**src/rtl/fifo_arb_pkg.sv**
```systemverilog
// Shared types and helpers for the FIFO write-port arbiter.
package fifo_arb_pkg;

    typedef enum logic [0:0] {
        IDLE  = 1'b0,
        BURST = 1'b1
    } arb_state_t;

    // Grant-index width for the default four-requester build.
    localparam int NREQ_DFLT = 4;
    localparam int IDW       = $clog2(NREQ_DFLT);

    function automatic int rr_next(input int ptr, input int nreq);
        return (ptr >= nreq - 1) ? 0 : ptr + 1;
    endfunction

endpackage

```
**src/rtl/fifo_wr_arbiter_rr_pick.sv**
```systemverilog
// Round-robin search: first set request at or above ptr, wrapping past N-1.
module rr_pick #(
    parameter int N = 4,
    parameter int W = 2
) (
    input  logic [N-1:0] req,
    input  logic [W-1:0] ptr,
    output logic         found,
    output logic [W-1:0] idx
);

    localparam logic [W:0] NV = (W+1)'(N);

    logic [2*N-1:0] dbl;
    logic [N-1:0]   rot;
    logic [W-1:0]   pe;
    logic [W:0]     sum;

    always_comb begin
        // Rotate so the pointer position lands at bit 0, encode, then undo.
        dbl = {req, req};
        rot = N'(dbl >> ptr);
        pe  = '0;
        for (int i = N - 1; i >= 0; i--) begin
            if (rot[i]) pe = W'(i);
        end
        sum = {1'b0, ptr} + {1'b0, pe};
        if (sum >= NV) sum = sum - NV;
        idx   = sum[W-1:0];
        found = |req;
    end

endmodule

```
**src/rtl/fifo_wr_arbiter.sv**
```systemverilog
// Packet-oriented round-robin arbiter sharing one async-FIFO write port.
module fifo_wr_arbiter
    import fifo_arb_pkg::*;
#(
    parameter int NREQ     = NREQ_DFLT,
    parameter int DSIZE    = 8,
    parameter int MAXBURST = 4
) (
    input  logic                    wclk,
    input  logic                    wrst_n,
    input  logic [NREQ-1:0]         req_valid,
    input  logic [NREQ*DSIZE-1:0]   req_data,
    input  logic [NREQ-1:0]         req_last,
    output logic [NREQ-1:0]         req_ready,
    output logic                    winc,
    output logic [DSIZE-1:0]        wdata,
    input  logic                    wfull,
    output logic                    gnt_valid,
    output logic [$clog2(NREQ)-1:0] gnt_id
);

    localparam int GW = $clog2(NREQ);
    localparam int CW = $clog2(MAXBURST) + 1;
    localparam logic [CW-1:0] LAST_CNT = CW'(MAXBURST - 1);

    arb_state_t     state, state_n;
    logic [GW-1:0]  rr_ptr, rr_ptr_n, gnt_n;
    logic [CW-1:0]  cnt, cnt_n;
    logic           found;
    logic [GW-1:0]  pick;
    logic           sel_valid, sel_last, xfer;
    logic [DSIZE-1:0] sel_data;

    rr_pick #(.N(NREQ), .W(GW)) u_pick (
        .req   (req_valid),
        .ptr   (rr_ptr),
        .found (found),
        .idx   (pick)
    );

    always_comb begin
        sel_valid = 1'b0;
        sel_last  = 1'b0;
        sel_data  = '0;
        req_ready = '0;
        for (int k = 0; k < NREQ; k++) begin
            if (gnt_id == GW'(k)) begin
                sel_valid    = req_valid[k];
                sel_last     = req_last[k];
                sel_data     = req_data[k*DSIZE +: DSIZE];
                req_ready[k] = gnt_valid & ~wfull;
            end
        end
    end

    // Word moves straight through to the FIFO on the accepting edge.
    assign gnt_valid = (state == BURST);
    assign xfer      = gnt_valid & sel_valid & ~wfull;
    assign winc      = xfer;
    assign wdata     = xfer ? sel_data : '0;

    always_comb begin
        state_n  = state;
        rr_ptr_n = rr_ptr;
        gnt_n    = gnt_id;
        cnt_n    = cnt;
        case (state)
            IDLE: begin
                if (found) begin
                    gnt_n   = pick;
                    cnt_n   = '0;
                    state_n = BURST;
                end
            end
            BURST: begin
                if (xfer) begin
                    if (sel_last || cnt == LAST_CNT) begin
                        state_n  = IDLE;
                        rr_ptr_n = GW'(rr_next(int'(gnt_id), NREQ));
                    end else begin
                        cnt_n = cnt + CW'(1);
                    end
                end
            end
            default: state_n = IDLE;
        endcase
    end

    always_ff @(posedge wclk) begin
        if (!wrst_n) begin
            state  <= IDLE;
            rr_ptr <= '0;
            gnt_id <= '0;
            cnt    <= '0;
        end else begin
            state  <= state_n;
            rr_ptr <= rr_ptr_n;
            gnt_id <= gnt_n;
            cnt    <= cnt_n;
        end
    end

endmodule

```
**config.mk**
```make
export PLATFORM = sky130hd
export DESIGN_NAME = fifo_wr_arbiter
export DESIGN_NICKNAME = d
export VERILOG_FILES = /design/src/rtl/fifo_arb_pkg.sv /design/src/rtl/fifo_wr_arbiter_rr_pick.sv /design/src/rtl/fifo_wr_arbiter.sv
export SDC_FILE = /design/constraint.sdc
export NUM_CORES = 1
export LEC_CHECK = 0
export ABC_AREA = 0
export BUFFER_PORTS_ARGS = -buffer_cell sky130_fd_sc_hd__buf_4
export CAP_MARGIN = 30
export CORE_MARGIN = 2
export CORE_UTILIZATION = 48
export CTS_BUF_LIST = sky130_fd_sc_hd__clkbuf_4 sky130_fd_sc_hd__clkbuf_8
export CTS_CLUSTER_SIZE = 40
export DETAILED_ROUTE_END_ITERATION = 10
export PLACE_DENSITY_LB_ADDON = 0.25
export SETUP_SLACK_MARGIN = 0.2
export SYNTH_ARGS = -nofsm -noshare
export SYNTH_HDL_FRONTEND = slang
export SYNTH_HIERARCHICAL = 1
export SYNTH_SLANG_ARGS = --single-unit
```
**constraint.sdc**
```tcl
create_clock -name wclk -period 3.9 [get_ports wclk]
set_clock_uncertainty 0.2 [all_clocks]
set_input_delay 0.975 -clock wclk [delete_from_list [all_inputs] [get_ports wclk]]
set_output_delay 0.975 -clock wclk [all_outputs]
set_load 0.1 [all_outputs]
```
==> key figures, run 1 <==
Detailed routing
  – Total detailed-routing wirelength: 2860 µm
  – DR WL/cell: 13.1 µm
  – Antenna violation net count after detailed routing: 0
  – DRC violations left: 0
  – Routed vias: 1207
  – Iteration count of the initial detailed-routing pass: 4
  – Via density per instance: 5.54
  – 1st-iter DRT viols: 11

Place
  – IO Port Bufs: 58
  – Instance area at placement: 1490 µm²
  – Setup slack after placement: 0.444 ns
  – Half-perimeter wire length after detailed placement: 2280 µm
  – Cell count after placement: 215
  – RD Place Congestion: 0.778

Worst setup path
  – Worst endpoint data arrival time: 2.34 ns
  – Capture point of the worst reg-to-reg path: rr_ptr[0]
  – Reg2reg start: gnt_id[0]
  – Setup crit end kind: primary output
  – Worst Reg-to-Reg Cells: 8
  – Type of the setup path with the least slack: register to primary output
  – Worst setup SP type: register
  – Critical Path Fanout Max: 21
  – Setup slack on the worst flop-to-flop path: 1.45 ns
  – Required time worst endpoint: 2.72 ns

Yosys
  – Most used DFF post-synth: sky130_fd_sc_hd__dfxtp_1
  – Synth cell types: 39
  – Share of flip-flops with an asynchronous set or reset: 0%
  – Proportion of netlist area held by the largest area contributor: 16.2%
  – Syn Nets: 187
  – Synth top area cells: sky130_fd_sc_hd__dfxtp_1, sky130_fd_sc_hd__ha_1, sky130_fd_sc_hd__nor2b_1
  – Number of synthesized flops with an enable pin: 0
  – Number of instances in the synthesized netlist: 137
  – Warning count from the yosys run: 6
  – Cell area after technology mapping: 986 µm²
  – Sequential cell area fraction in the yosys report: 16.2%
  – Post-synthesis cell type with the largest combined area: sky130_fd_sc_hd__dfxtp_1
  – Seq cells post-synth: 8
  – Syn_area_per_cell: 7.20 µm²
  – Top post-synthesis cells by count: sky130_fd_sc_hd__a21oi_1, sky130_fd_sc_hd__nor2_1, sky130_fd_sc_hd__nor2b_1, sky130_fd_sc_hd__nor3_1

Pwr
  – Switching share of total power: 46.3%
  – Power density cells: 254 nW/µm²
  – Internal Dissipation: 0.207 mW
  – Fraction of power consumed by the clock network: 15.6%
  – Sequential fraction of design power: 23.9%
  – Maximum VDD drop: 239 µV
  – Cell leakage power: 0.673 nW
  – Switching power summed over all nets: 0.178 mW
  – Fraction of power consumed by combinational cells: 60.5%

CTS
  – Number of clock sinks: 8
  – Cell chosen for the clock root: sky130_fd_sc_hd__clkbuf_4
  – Hold_buf cts: 0
  – Maximum buffer depth of the clock tree: 2
  – Level count of the clock H-tree: 1
  – Clk pin slew, worst setup/hold paths: 0.05 ns
  – TritonCTS clock tree: done
  – Total CTS buffers: 3
  – Clk_lat worst skew: 0.24 ns

Timing
  – Final setup violation count: 0
  – Unrepaired setup endpoints after global routing: no
  – Maximum clock frequency: 285 MHz
  – Final TNS setup: 0 ns
  – Portion of the clock cycle consumed by the worst path in the final layout: 90.1%
  – Normalized max-slew margin: 47.3%
  – Final Worst Setup Slack: 0.388 ns
  – Final Hold Viols: 0
  – Final hold slack: 0.284 ns
  – Transition time at the pin with the least slew margin: 0.791 ns
  – Post-layout min period: 3.51 ns
  – Final count of pins violating max slew: 0

Global route
  – Wire length of the first global-routing pass: 4920 µm
  – Via count of the first global-routing pass: 1143
  – Initial antenna violation count: 0
  – Global-route track usage on met2: 46.6%
  – GRT Resource Usage Total: 24.7%
  – GR Layer Usage met3: 3.68%
  – Pin count of the biggest net entering global routing: 24
  – Met1 GRT Util: 28.6%
  – Grt total ovfl: 0
  – Busiest layer in global routing: met2

Die
  – Die outline area: 2430 µm²
  – Effective utilization at floorplan: 50.8%
  – Std cell rows: 16
  – Chip Height: 49.3 µm
  – Floorplan die width: 49.3 µm
  – Boundary Pins: 59
  – Std-Cell Core Area: 1940 µm²

Cells and area
  – Layout area overhead: 53.7%
  – Post-route non-filler standard cell count: 218
  – Layout Nets: 243
  – Number of antenna repair diodes: 0
  – Multi-input logic area: 823 µm²
  – Fraction of final layout cells sized beyond drive strength 1: 42.4%
  – Final std cell area, no fill: 1520 µm²
  – Filler instances: 153
  – Sequential standard cell area: 163 µm²

Flow run
  – Total of max-cap violations: 0

Status
  – Status: complete, no violations

Min path
  – Capture endpoint of the worst hold path: cnt[1]
  – Path class of the lowest-slack min-delay path: register to register
  – Cell depth of the worst min-delay path: 2
  – Hold_sp: cnt[1]
-- placed cells by master (no fill, tap or decap), types with 3 or more instances in the layout --
cell                        n
sky130_fd_sc_hd__ha_1       7
sky130_fd_sc_hd__a221oi_1   8
sky130_fd_sc_hd__dfxtp_1    6
sky130_fd_sc_hd__nor2b_1   11
sky130_fd_sc_hd__clkbuf_4   3
sky130_fd_sc_hd__o21ai_0    3
sky130_fd_sc_hd__nand2b_1   3
sky130_fd_sc_hd__buf_4     60
sky130_fd_sc_hd__mux2i_1    5
sky130_fd_sc_hd__nor2_1     6
sky130_fd_sc_hd__nor2_4     8
sky130_fd_sc_hd__and2_1     3
sky130_fd_sc_hd__nand2_1    8
sky130_fd_sc_hd__a21oi_1   14
sky130_fd_sc_hd__nor3_1    12
sky130_fd_sc_hd__inv_1      4
-- final cells by class --
cell class	instances	share of cell area (%)
clock buffer	3	1.49
tap	27	2.23
inverter	6	1.49
timing repair buffer	60	29.7
multi-input combinational	114	54.3
sequential	8	10.7
-- power by group through the flow --
stage / combinational [mW] / clock (mW) / sequential (mW)
6_report: 0.233 / 0.0601 / 0.0919
3_5_place_dp: 0.233 / 0 / 0.0935
4_1_cts: 0.233 / 0.0628 / 0.0918
5_1_grt: 0.252 / 0.0680 / 0.0925
2_1_floorplan: 0.151 / 0 / 0.109
3_3_place_gp: 0.227 / 0 / 0.0931
-- worst max-delay path by stage --
| stage | start | end | slack (ns) | depth (start not counted) |
|---|---|---|---|---|
| after floorplan | gnt_valid | wdata[0] | 0.43 | 5 |
| after global placement | wfull | wdata[3] | 0.49 | 7 |
| after detailed placement | wfull | wdata[5] | 0.44 | 7 |
| after CTS | gnt_id[1] | wdata[7] | 0.29 | 8 |
| after global routing | gnt_id[1] | wdata[7] | 0.20 | 8 |
| final | gnt_id[0] | wdata[5] | 0.39 | 8 |
-- worst max-delay path, cell delays in order, from the launching register on --
cell and delay (ns):
sky130_fd_sc_hd__dfxtp_2 0.35, sky130_fd_sc_hd__inv_1 0.08, sky130_fd_sc_hd__ha_1 0.55, sky130_fd_sc_hd__nor2b_1 0.23
sky130_fd_sc_hd__nor3b_2 0.06, sky130_fd_sc_hd__a32oi_2 0.22, sky130_fd_sc_hd__buf_4 0.29, sky130_fd_sc_hd__nor2_4 0.06
sky130_fd_sc_hd__buf_4 0.23
-- per-layer routing --
metal / up-vias / share of wire [%]
met5: - / 0
met4: 0 / 0.87
met3: 4 / 7.1
met2: 40 / 51
met1: 557 / 41
li1: 606 / -
-- per-stage QoR --
| step | util, % | power (mW) |
|---|---|---|
| 2_1_floorplan | - | 0.261 |
| 3_3_place_gp | 76.7 | 0.320 |
| 3_5_place_dp | 76.7 | 0.327 |
| 4_1_cts | 77.9 | 0.388 |
| 5_1_grt | 78.0 | 0.412 |
| 6_report | 78.0 | 0.385 |
-- kinds of logic (layout without fill, tap and decap cells) --
kind of cell / count (synthesis) / in the layout / share of synthesized area, %
xor+xnor: 2 / 2 / 1.78
buf+inv: 15 / 69 / 6.72
simple gates: 63 / 63 / 34.3
compound gates: 37 / 37 / 27.0
mux: 5 / 5 / 5.08
flops: 8 / 8 / 16.2
fa+ha+maj: 7 / 7 / 8.88
-- flip-flops by register name, summed over array words and instances, names as in the netlist --
register and flops:
rr_ptr 2, cnt 3, gnt_id 2, gnt_valid 1
-- what timing repair did --
| item | CTS | global route |
|---|---|---|
| setup endpoints to repair | 0 | 8 |
| hold endpoints to repair | 0 | 0 |
| resized for setup | 0 | 1 |
| setup buffers | 0 | 0 |
Power figures use the tool's default switching activity.
==> inputs of run 2 (changes only) <==
--- a/config.mk
+++ b/config.mk
@@ -9,8 +9,7 @@
 export BUFFER_PORTS_ARGS = -buffer_cell sky130_fd_sc_hd__buf_4
 export CAP_MARGIN = 30
 export CORE_MARGIN = 2
-export CORE_UTILIZATION = 48
-export CTS_BUF_LIST = sky130_fd_sc_hd__clkbuf_4 sky130_fd_sc_hd__clkbuf_8
+export CORE_UTILIZATION = 43
 export CTS_CLUSTER_SIZE = 40
 export DETAILED_ROUTE_END_ITERATION = 10
 export PLACE_DENSITY_LB_ADDON = 0.25
==> constraint.sdc (replaced) <==
create_clock -name wclk -period 3.29 [get_ports wclk]
set_clock_uncertainty 0.2 [all_clocks]
set_input_delay 0.8225 -clock wclk [delete_from_list [all_inputs] [get_ports wclk]]
set_output_delay 0.8225 -clock wclk [all_outputs]
set_load 0.1 [all_outputs]
==> key figures, run 2 (synthesis results as in run 1) <==
Status
  – Status: complete, no violations

Global route
  – Grt total ovfl: 0 (unchanged)
  – Initial antenna violation count: 0 (unchanged)
  – Global-route track usage on met2: 41.1% (-5.5 points)
  – Met1 GRT Util: 27.3% (-1.3 points)
  – GRT Resource Usage Total: 22.6% (-2.1 points)
  – Busiest layer in global routing: met2
  – GR Layer Usage met3: 2.01% (-1.7 points)
  – Wire length of the first global-routing pass: 4760 µm (-3.2%)
  – Via count of the first global-routing pass: 1111 (-2.8%)
  – Pin count of the biggest net entering global routing: 17 (-29%)

Pwr
  – Switching share of total power: 46.0% (-0.32 points)
  – Fraction of power consumed by the clock network: 16.7% (+1.1 points)
  – Switching power summed over all nets: 0.231 mW (+29%)
  – Power density cells: 299 nW/µm² (+17%)
  – Internal Dissipation: 0.270 mW (+31%)
  – Sequential fraction of design power: 21.9% (-2.0 points)
  – Power consumption: 0.501 mW (+30%)
  – Cell leakage power: 0.725 nW (+7.7%)
  – Fraction of power consumed by combinational cells: 61.5% (+1.0 points)
  – Maximum VDD drop: 292 µV (+22%)

Timing
  – Final setup violation count: 0 (unchanged)
  – Maximum clock frequency: 331 MHz
  – Final Worst Setup Slack: 0.265 ns (-0.123 ns)
  – Final Hold Viols: 0 (unchanged)
  – Normalized max-slew margin: 64.0% (+17 points)
  – Transition time at the pin with the least slew margin: 0.537 ns (-0.254 ns)
  – Post-layout min period: 3.03 ns
  – Final count of pins violating max slew: 0 (unchanged)
  – Unrepaired setup endpoints after global routing: no
  – Portion of the clock cycle consumed by the worst path in the final layout: 92.0%
  – Final TNS setup: 0 ns (unchanged)

CTS
  – Clk_lat worst skew: 0.26 ns (+0.02 ns)
  – Clk pin slew, worst setup/hold paths: 0.06 ns (about the same)
  – Number of clock sinks: 8 (unchanged)
  – Cell chosen for the clock root: sky130_fd_sc_hd__clkbuf_4
  – Level count of the clock H-tree: 1 (unchanged)
  – TritonCTS clock tree: done
  – Total CTS buffers: 3 (unchanged)
  – Maximum buffer depth of the clock tree: 2 (unchanged)

Detailed routing
  – Antenna violation net count after detailed routing: 0 (unchanged)
  – Routed vias: 1279 (+6.0%)
  – Total detailed-routing wirelength: 3190 µm (+11%)
  – Via density per instance: 5.71 (+3.1%)
  – DRC violations left: 0 (unchanged)
  – Iteration count of the initial detailed-routing pass: 4 (unchanged)
  – DR WL/cell: 14.2 µm (+8.4%)
  – 1st-iter DRT viols: 50 (+39)

Worst setup path
  – Required time worst endpoint: 2.27 ns (-0.45 ns)
  – Worst setup SP type: register
  – Setup crit end kind: primary output
  – Type of the setup path with the least slack: register to primary output
  – Critical Path Fanout Max: 8 (-62%)
  – Worst endpoint data arrival time: 2.00 ns (-0.34 ns)

Cells and area
  – Number of flip-flops under the largest register name: 3 (unchanged)
  – Number of antenna repair diodes: 0 (unchanged)
  – Largest reg by FF count: cnt
  – Fraction of final layout cells sized beyond drive strength 1: 48.0% (+5.6 points)
  – Most used cells in the layout excluding fill and tap cells: sky130_fd_sc_hd__buf_4, sky130_fd_sc_hd__nor3_1, sky130_fd_sc_hd__nor2b_1, sky130_fd_sc_hd__a21oi_1
  – Layout Nets: 247 (+1.6%)
  – Largest registers: cnt (3), gnt_id (2), rr_ptr (2)
  – Layout area overhead: 70.2%
  – Filler instances: 156 (+2.0%)
  – Most frequent standard cell in the layout excluding fill and tap cells: sky130_fd_sc_hd__buf_4

Die
  – Std cell rows: 17 (+1)
  – Floorplan die width: 51.9 µm (+5.2%)
  – Effective utilization at floorplan: 45.0% (-5.8 points)
  – Boundary Pins: 59 (unchanged)
  – Die outline area: 2690 µm² (+11%)
  – Chip Height: 51.9 µm (+5.2%)
  – Std-Cell Core Area: 2190 µm² (+13%)

Place
  – Half-perimeter wire length after detailed placement: 2360 µm (+3.6%)
  – RD Place Congestion: 0.777 (-0.12%)
  – IO Port Bufs: 58 (unchanged)
  – Setup slack after placement: 0.166 ns (-0.278 ns)

Min path
  – Path class of the lowest-slack min-delay path: register to register

Flow run
  – Total of max-cap violations: 0 (unchanged)
## run 2: cell types whose count changed in the layout (fill, tap and decap cells not counted), moves of 2 or more
cell and delta:
sky130_fd_sc_hd__dfxtp_4 +2, sky130_fd_sc_hd__ha_4 +3, sky130_fd_sc_hd__a21oi_2 +4, sky130_fd_sc_hd__a21oi_1 -4, sky130_fd_sc_hd__buf_4 -6, sky130_fd_sc_hd__ha_1 -3
sky130_fd_sc_hd__buf_12 +3, sky130_fd_sc_hd__buf_6 +7
## run 2: per-stage QoR
stage | hold WS [ns] | util [%] | cell area, µm² | instances
final | 0.274 | 76.6 | 1680 | 224
after global placement | 0.264 | 70.0 | 1530 | 219
after detailed placement | 0.272 | 70.0 | 1530 | 219
after global routing | 0.299 | 76.6 | 1680 | 224
after CTS | 0.280 | 72.1 | 1580 | 224
after floorplan | 0.250 | - | 1060 | 137
## run 2: cell type report
| type | count | area (µm²) | share of cell area (%) |
|---|---|---|---|
| Clock buffer | 4 | 26.3 | 1.57 |
| Inverter | 6 | 22.5 | 1.34 |
| Multi-Input combinational cell | 114 | 881 | 52.5 |
| Sequential cell | 8 | 169 | 10.1 |
| Tap cell | 28 | 35.0 | 2.09 |
| Timing Repair Buffer | 64 | 544 | 32.4 |
## run 2: final timing paths
check / start / to / slack (ns) / cells past startpoint
setup / recovery: gnt_id[1] / wdata[4] / 0.26 / 9
hold / removal: cnt[1] / cnt[1] / 0.27 / 2
setup reg to reg: gnt_id[1] / rr_ptr[0] / 0.96 / 10
hold reg to reg: cnt[1] / cnt[1] / 0.27 / 2
## run 2: critical path: stages, from the launching register on
cell and delay (ns):
sky130_fd_sc_hd__dfxtp_4 0.38, sky130_fd_sc_hd__inv_1 0.11, sky130_fd_sc_hd__ha_4 0.21, sky130_fd_sc_hd__buf_4 0.17, sky130_fd_sc_hd__a21oi_2 0.13, sky130_fd_sc_hd__o21ai_1 0.08
sky130_fd_sc_hd__a32oi_2 0.24, sky130_fd_sc_hd__buf_12 0.20, sky130_fd_sc_hd__nor2_4 0.04, sky130_fd_sc_hd__buf_6 0.18
## run 2: power by group through the flow
stage | Sequential [mW] | Combinational, mW | Clock (mW)
after floorplan | 0.129 | 0.179 | 0
after global placement | 0.110 | 0.276 | 0
after detailed placement | 0.110 | 0.281 | 0
after CTS | 0.108 | 0.287 | 0.0858
after global routing | 0.111 | 0.329 | 0.0919
final | 0.110 | 0.308 | 0.0835
## run 2: metal layers
metal  vias to the layer above  wire, µm  part of all wire [%]
met5                         -         0                     0
met4                         0        53                   1.7
met3                         8       231                   7.3
met2                        63      1640                    51
met1                       593      1260                    40
li1                        615         -                     -
## run 2: what timing repair did
action,in CTS,in global routing
setup buffers,1,0
setup endpoints to repair,8,9
pin swaps,1,3
gates resized for setup,4,22
hold buffers,0,0
==> inputs of run 3 (changes only) <==
--- a/config.mk
+++ b/config.mk
@@ -9,7 +9,7 @@
 export BUFFER_PORTS_ARGS = -buffer_cell sky130_fd_sc_hd__buf_4
 export CAP_MARGIN = 30
 export CORE_MARGIN = 2
-export CORE_UTILIZATION = 43
+export CORE_UTILIZATION = 46
 export CTS_CLUSTER_SIZE = 40
 export DETAILED_ROUTE_END_ITERATION = 10
 export PLACE_DENSITY_LB_ADDON = 0.25
==> constraint.sdc (replaced) <==
create_clock -name wclk -period 3.9 [get_ports wclk]
set_clock_uncertainty 0.2 [all_clocks]
set_input_delay 0.975 -clock wclk [delete_from_list [all_inputs] [get_ports wclk]]
set_output_delay 0.975 -clock wclk [all_outputs]
set_load 0.1 [all_outputs]
==> key figures, run 3 (synthesis results as in run 1) <==
Die
  – Std cell rows: 16 (-1)
  – Floorplan die width: 50.3 µm (-3.1%)
  – Effective utilization at floorplan: 49.7% (+4.7 points)
  – Boundary Pins: 59 (unchanged)
  – Die outline area: 2530 µm² (-6.0%)
  – Std-Cell Core Area: 1980 µm² (-9.5%)
  – Chip Height: 50.3 µm (-3.1%)

CTS
  – Clk pin slew, worst setup/hold paths: 0.05 ns (about the same)
  – Level count of the clock H-tree: 1 (unchanged)
  – TritonCTS clock tree: done
  – Total CTS buffers: 3 (unchanged)
  – Maximum buffer depth of the clock tree: 2 (unchanged)
  – Number of clock sinks: 8 (unchanged)
  – Cell chosen for the clock root: sky130_fd_sc_hd__clkbuf_4
  – Clk_lat worst skew: 0.26 ns (about the same)

Cells and area
  – Fraction of final layout cells sized beyond drive strength 1: 42.4% (-5.6 points)
  – Post-route non-filler standard cell count: 218 (-2.7%)
  – Most frequent standard cell in the layout excluding fill and tap cells: sky130_fd_sc_hd__buf_4
  – Number of antenna repair diodes: 0 (unchanged)
  – Number of flip-flops under the largest register name: 3 (unchanged)
  – Layout area overhead: 53.7%
  – Multi-input logic area: 823 µm² (-6.5%)
  – Largest registers: cnt (3), gnt_id (2), rr_ptr (2)
  – Most used cells in the layout excluding fill and tap cells: sky130_fd_sc_hd__buf_4, sky130_fd_sc_hd__a21oi_1, sky130_fd_sc_hd__nor3_1, sky130_fd_sc_hd__nor2b_1
  – Final std cell area, no fill: 1520 µm² (-9.7%)
  – Sequential standard cell area: 163 µm² (-3.7%)
  – Largest reg by FF count: cnt
  – Filler instances: 156 (unchanged)
  – Layout Nets: 243 (-1.6%)

Global route
  – Via count of the first global-routing pass: 1128 (+1.5%)
  – Pin count of the biggest net entering global routing: 24 (+7)
  – Initial antenna violation count: 0 (unchanged)
  – GRT Resource Usage Total: 23.4% (+0.78 points)
  – Wire length of the first global-routing pass: 4690 µm (-1.4%)
  – Grt total ovfl: 0 (unchanged)

Place
  – RD Place Congestion: 0.808 (+3.9%)
  – Cell count after placement: 215 (-1.8%)
  – Instance area at placement: 1490 µm² (-2.8%)
  – IO Port Bufs: 58 (unchanged)
  – Half-perimeter wire length after detailed placement: 2320 µm (-1.7%)

Detailed routing
  – Antenna violation net count after detailed routing: 0 (unchanged)
  – Total detailed-routing wirelength: 2950 µm (-7.3%)
  – DR WL/cell: 13.6 µm (-4.7%)
  – 1st-iter DRT viols: 21 (-58%)
  – Iteration count of the initial detailed-routing pass: 4 (unchanged)
  – DRC violations left: 0 (unchanged)
  – Via density per instance: 5.58 (-2.2%)
  – Routed vias: 1217 (-4.8%)

Flow run
  – Total of max-cap violations: 0 (unchanged)

Min path
  – Path class of the lowest-slack min-delay path: register to register

Pwr
  – Cell leakage power: 0.673 nW (-7.1%)
  – Power density cells: 257 nW/µm² (-14%)
  – Power consumption: 0.390 mW (-22%)
  – Maximum VDD drop: 249 µV (-15%)

Status
  – Status: complete, no violations

Worst setup path
  – Worst setup SP type: register
  – List of cells traversed by the critical path: inv_1, ha_1, nor2b_1, nor3b_2, a32oi_2, buf_4, nor2_4, buf_4
  – Required time worst endpoint: 2.72 ns (+0.45 ns)
  – Setup crit end kind: primary output
  – Type of the setup path with the least slack: register to primary output
  – Critical Path Fanout Max: 21 (+13)
  – Slowest-stage cell, CP: sky130_fd_sc_hd__ha_1
  – CP most frequent cell: sky130_fd_sc_hd__buf_4
  – Delay of the slowest critical-path stage: 0.55 ns (+0.17 ns)
  – Worst endpoint data arrival time: 2.34 ns (+0.34 ns)

Timing
  – Unrepaired setup endpoints after global routing: no
  – Final count of pins violating max slew: 0 (unchanged)
  – Transition time at the pin with the least slew margin: 0.803 ns (+0.266 ns)
  – Final hold slack: 0.281 ns (+0.00629 ns)
  – Normalized max-slew margin: 46.5% (-18 points)
  – Post-layout min period: 3.52 ns
  – Final TNS setup: 0 ns (unchanged)
  – Maximum clock frequency: 284 MHz
  – Portion of the clock cycle consumed by the worst path in the final layout: 90.2%
  – Final setup violation count: 0 (unchanged)
  – Final Hold Viols: 0 (unchanged)
-- run 3: worst paths after layout --
check / from / endpoint / slack [ns] / cells after the start
worst max-delay path: gnt_id[0] / wdata[0] / 0.38 / 8
worst min-delay path: cnt[1] / cnt[1] / 0.28 / 2
worst max register to register: gnt_id[0] / rr_ptr[0] / 1.45 / 8
worst min register to register: cnt[1] / cnt[1] / 0.28 / 2
-- run 3: cell type report --
| class | instances | area share (%) |
|---|---|---|
| Clock buffer | 3 | 1.49 |
| Inverter | 6 | 1.49 |
| Multi-Input combinational cell | 114 | 54.3 |
| Sequential cell | 8 | 10.7 |
| Tap cell | 27 | 2.23 |
| Timing Repair Buffer | 60 | 29.7 |
-- run 3: worst max-delay path: cells and delay by family (launching register included) --
kind                     cells  cell delay, ns
flip-flops                   1            0.35
buffers and inverters        3            0.60
adder cells (fa/ha/maj)      1            0.55
AO/OA/AOI/OAI                1            0.22
AND/OR/NAND/NOR              3            0.37
-- run 3: per-layer routing --
| metal | vias to the layer above | global-route usage [%] | share of wire, % |
|---|---|---|---|
| met2 | 55 | 45.6 | 52 |
| met4 | 0 | 8.56 | 1.3 |
| met3 | 4 | 3.57 | 7.1 |
| met1 | 555 | 24.8 | 40 |
| met5 | - | 0 | 0 |
| li1 | 603 | - | - |
-- run 3: what timing repair did --
item                       CTS  global route
buffers inserted             0             0
hold buffers                 0             0
gates resized for setup      0             1
setup endpoints to repair    0             7
-- run 3: per-stage QoR --
step / worst slack [ns] / utilization, %
after floorplan: 0.425 / -
after global routing: 0.234 / 76.5
after CTS: 0.335 / 76.3
after global placement: 0.487 / 75.2
final: 0.383 / 76.5
after detailed placement: 0.450 / 75.2
-- run 3: power breakdown --
group          internal (mW)  switching [mW]  leakage, nW  total (mW)
registers             0.0860         0.00563       0.0660      0.0917
logic                 0.0859           0.148        0.593       0.234
clock network         0.0352          0.0286       0.0138      0.0639
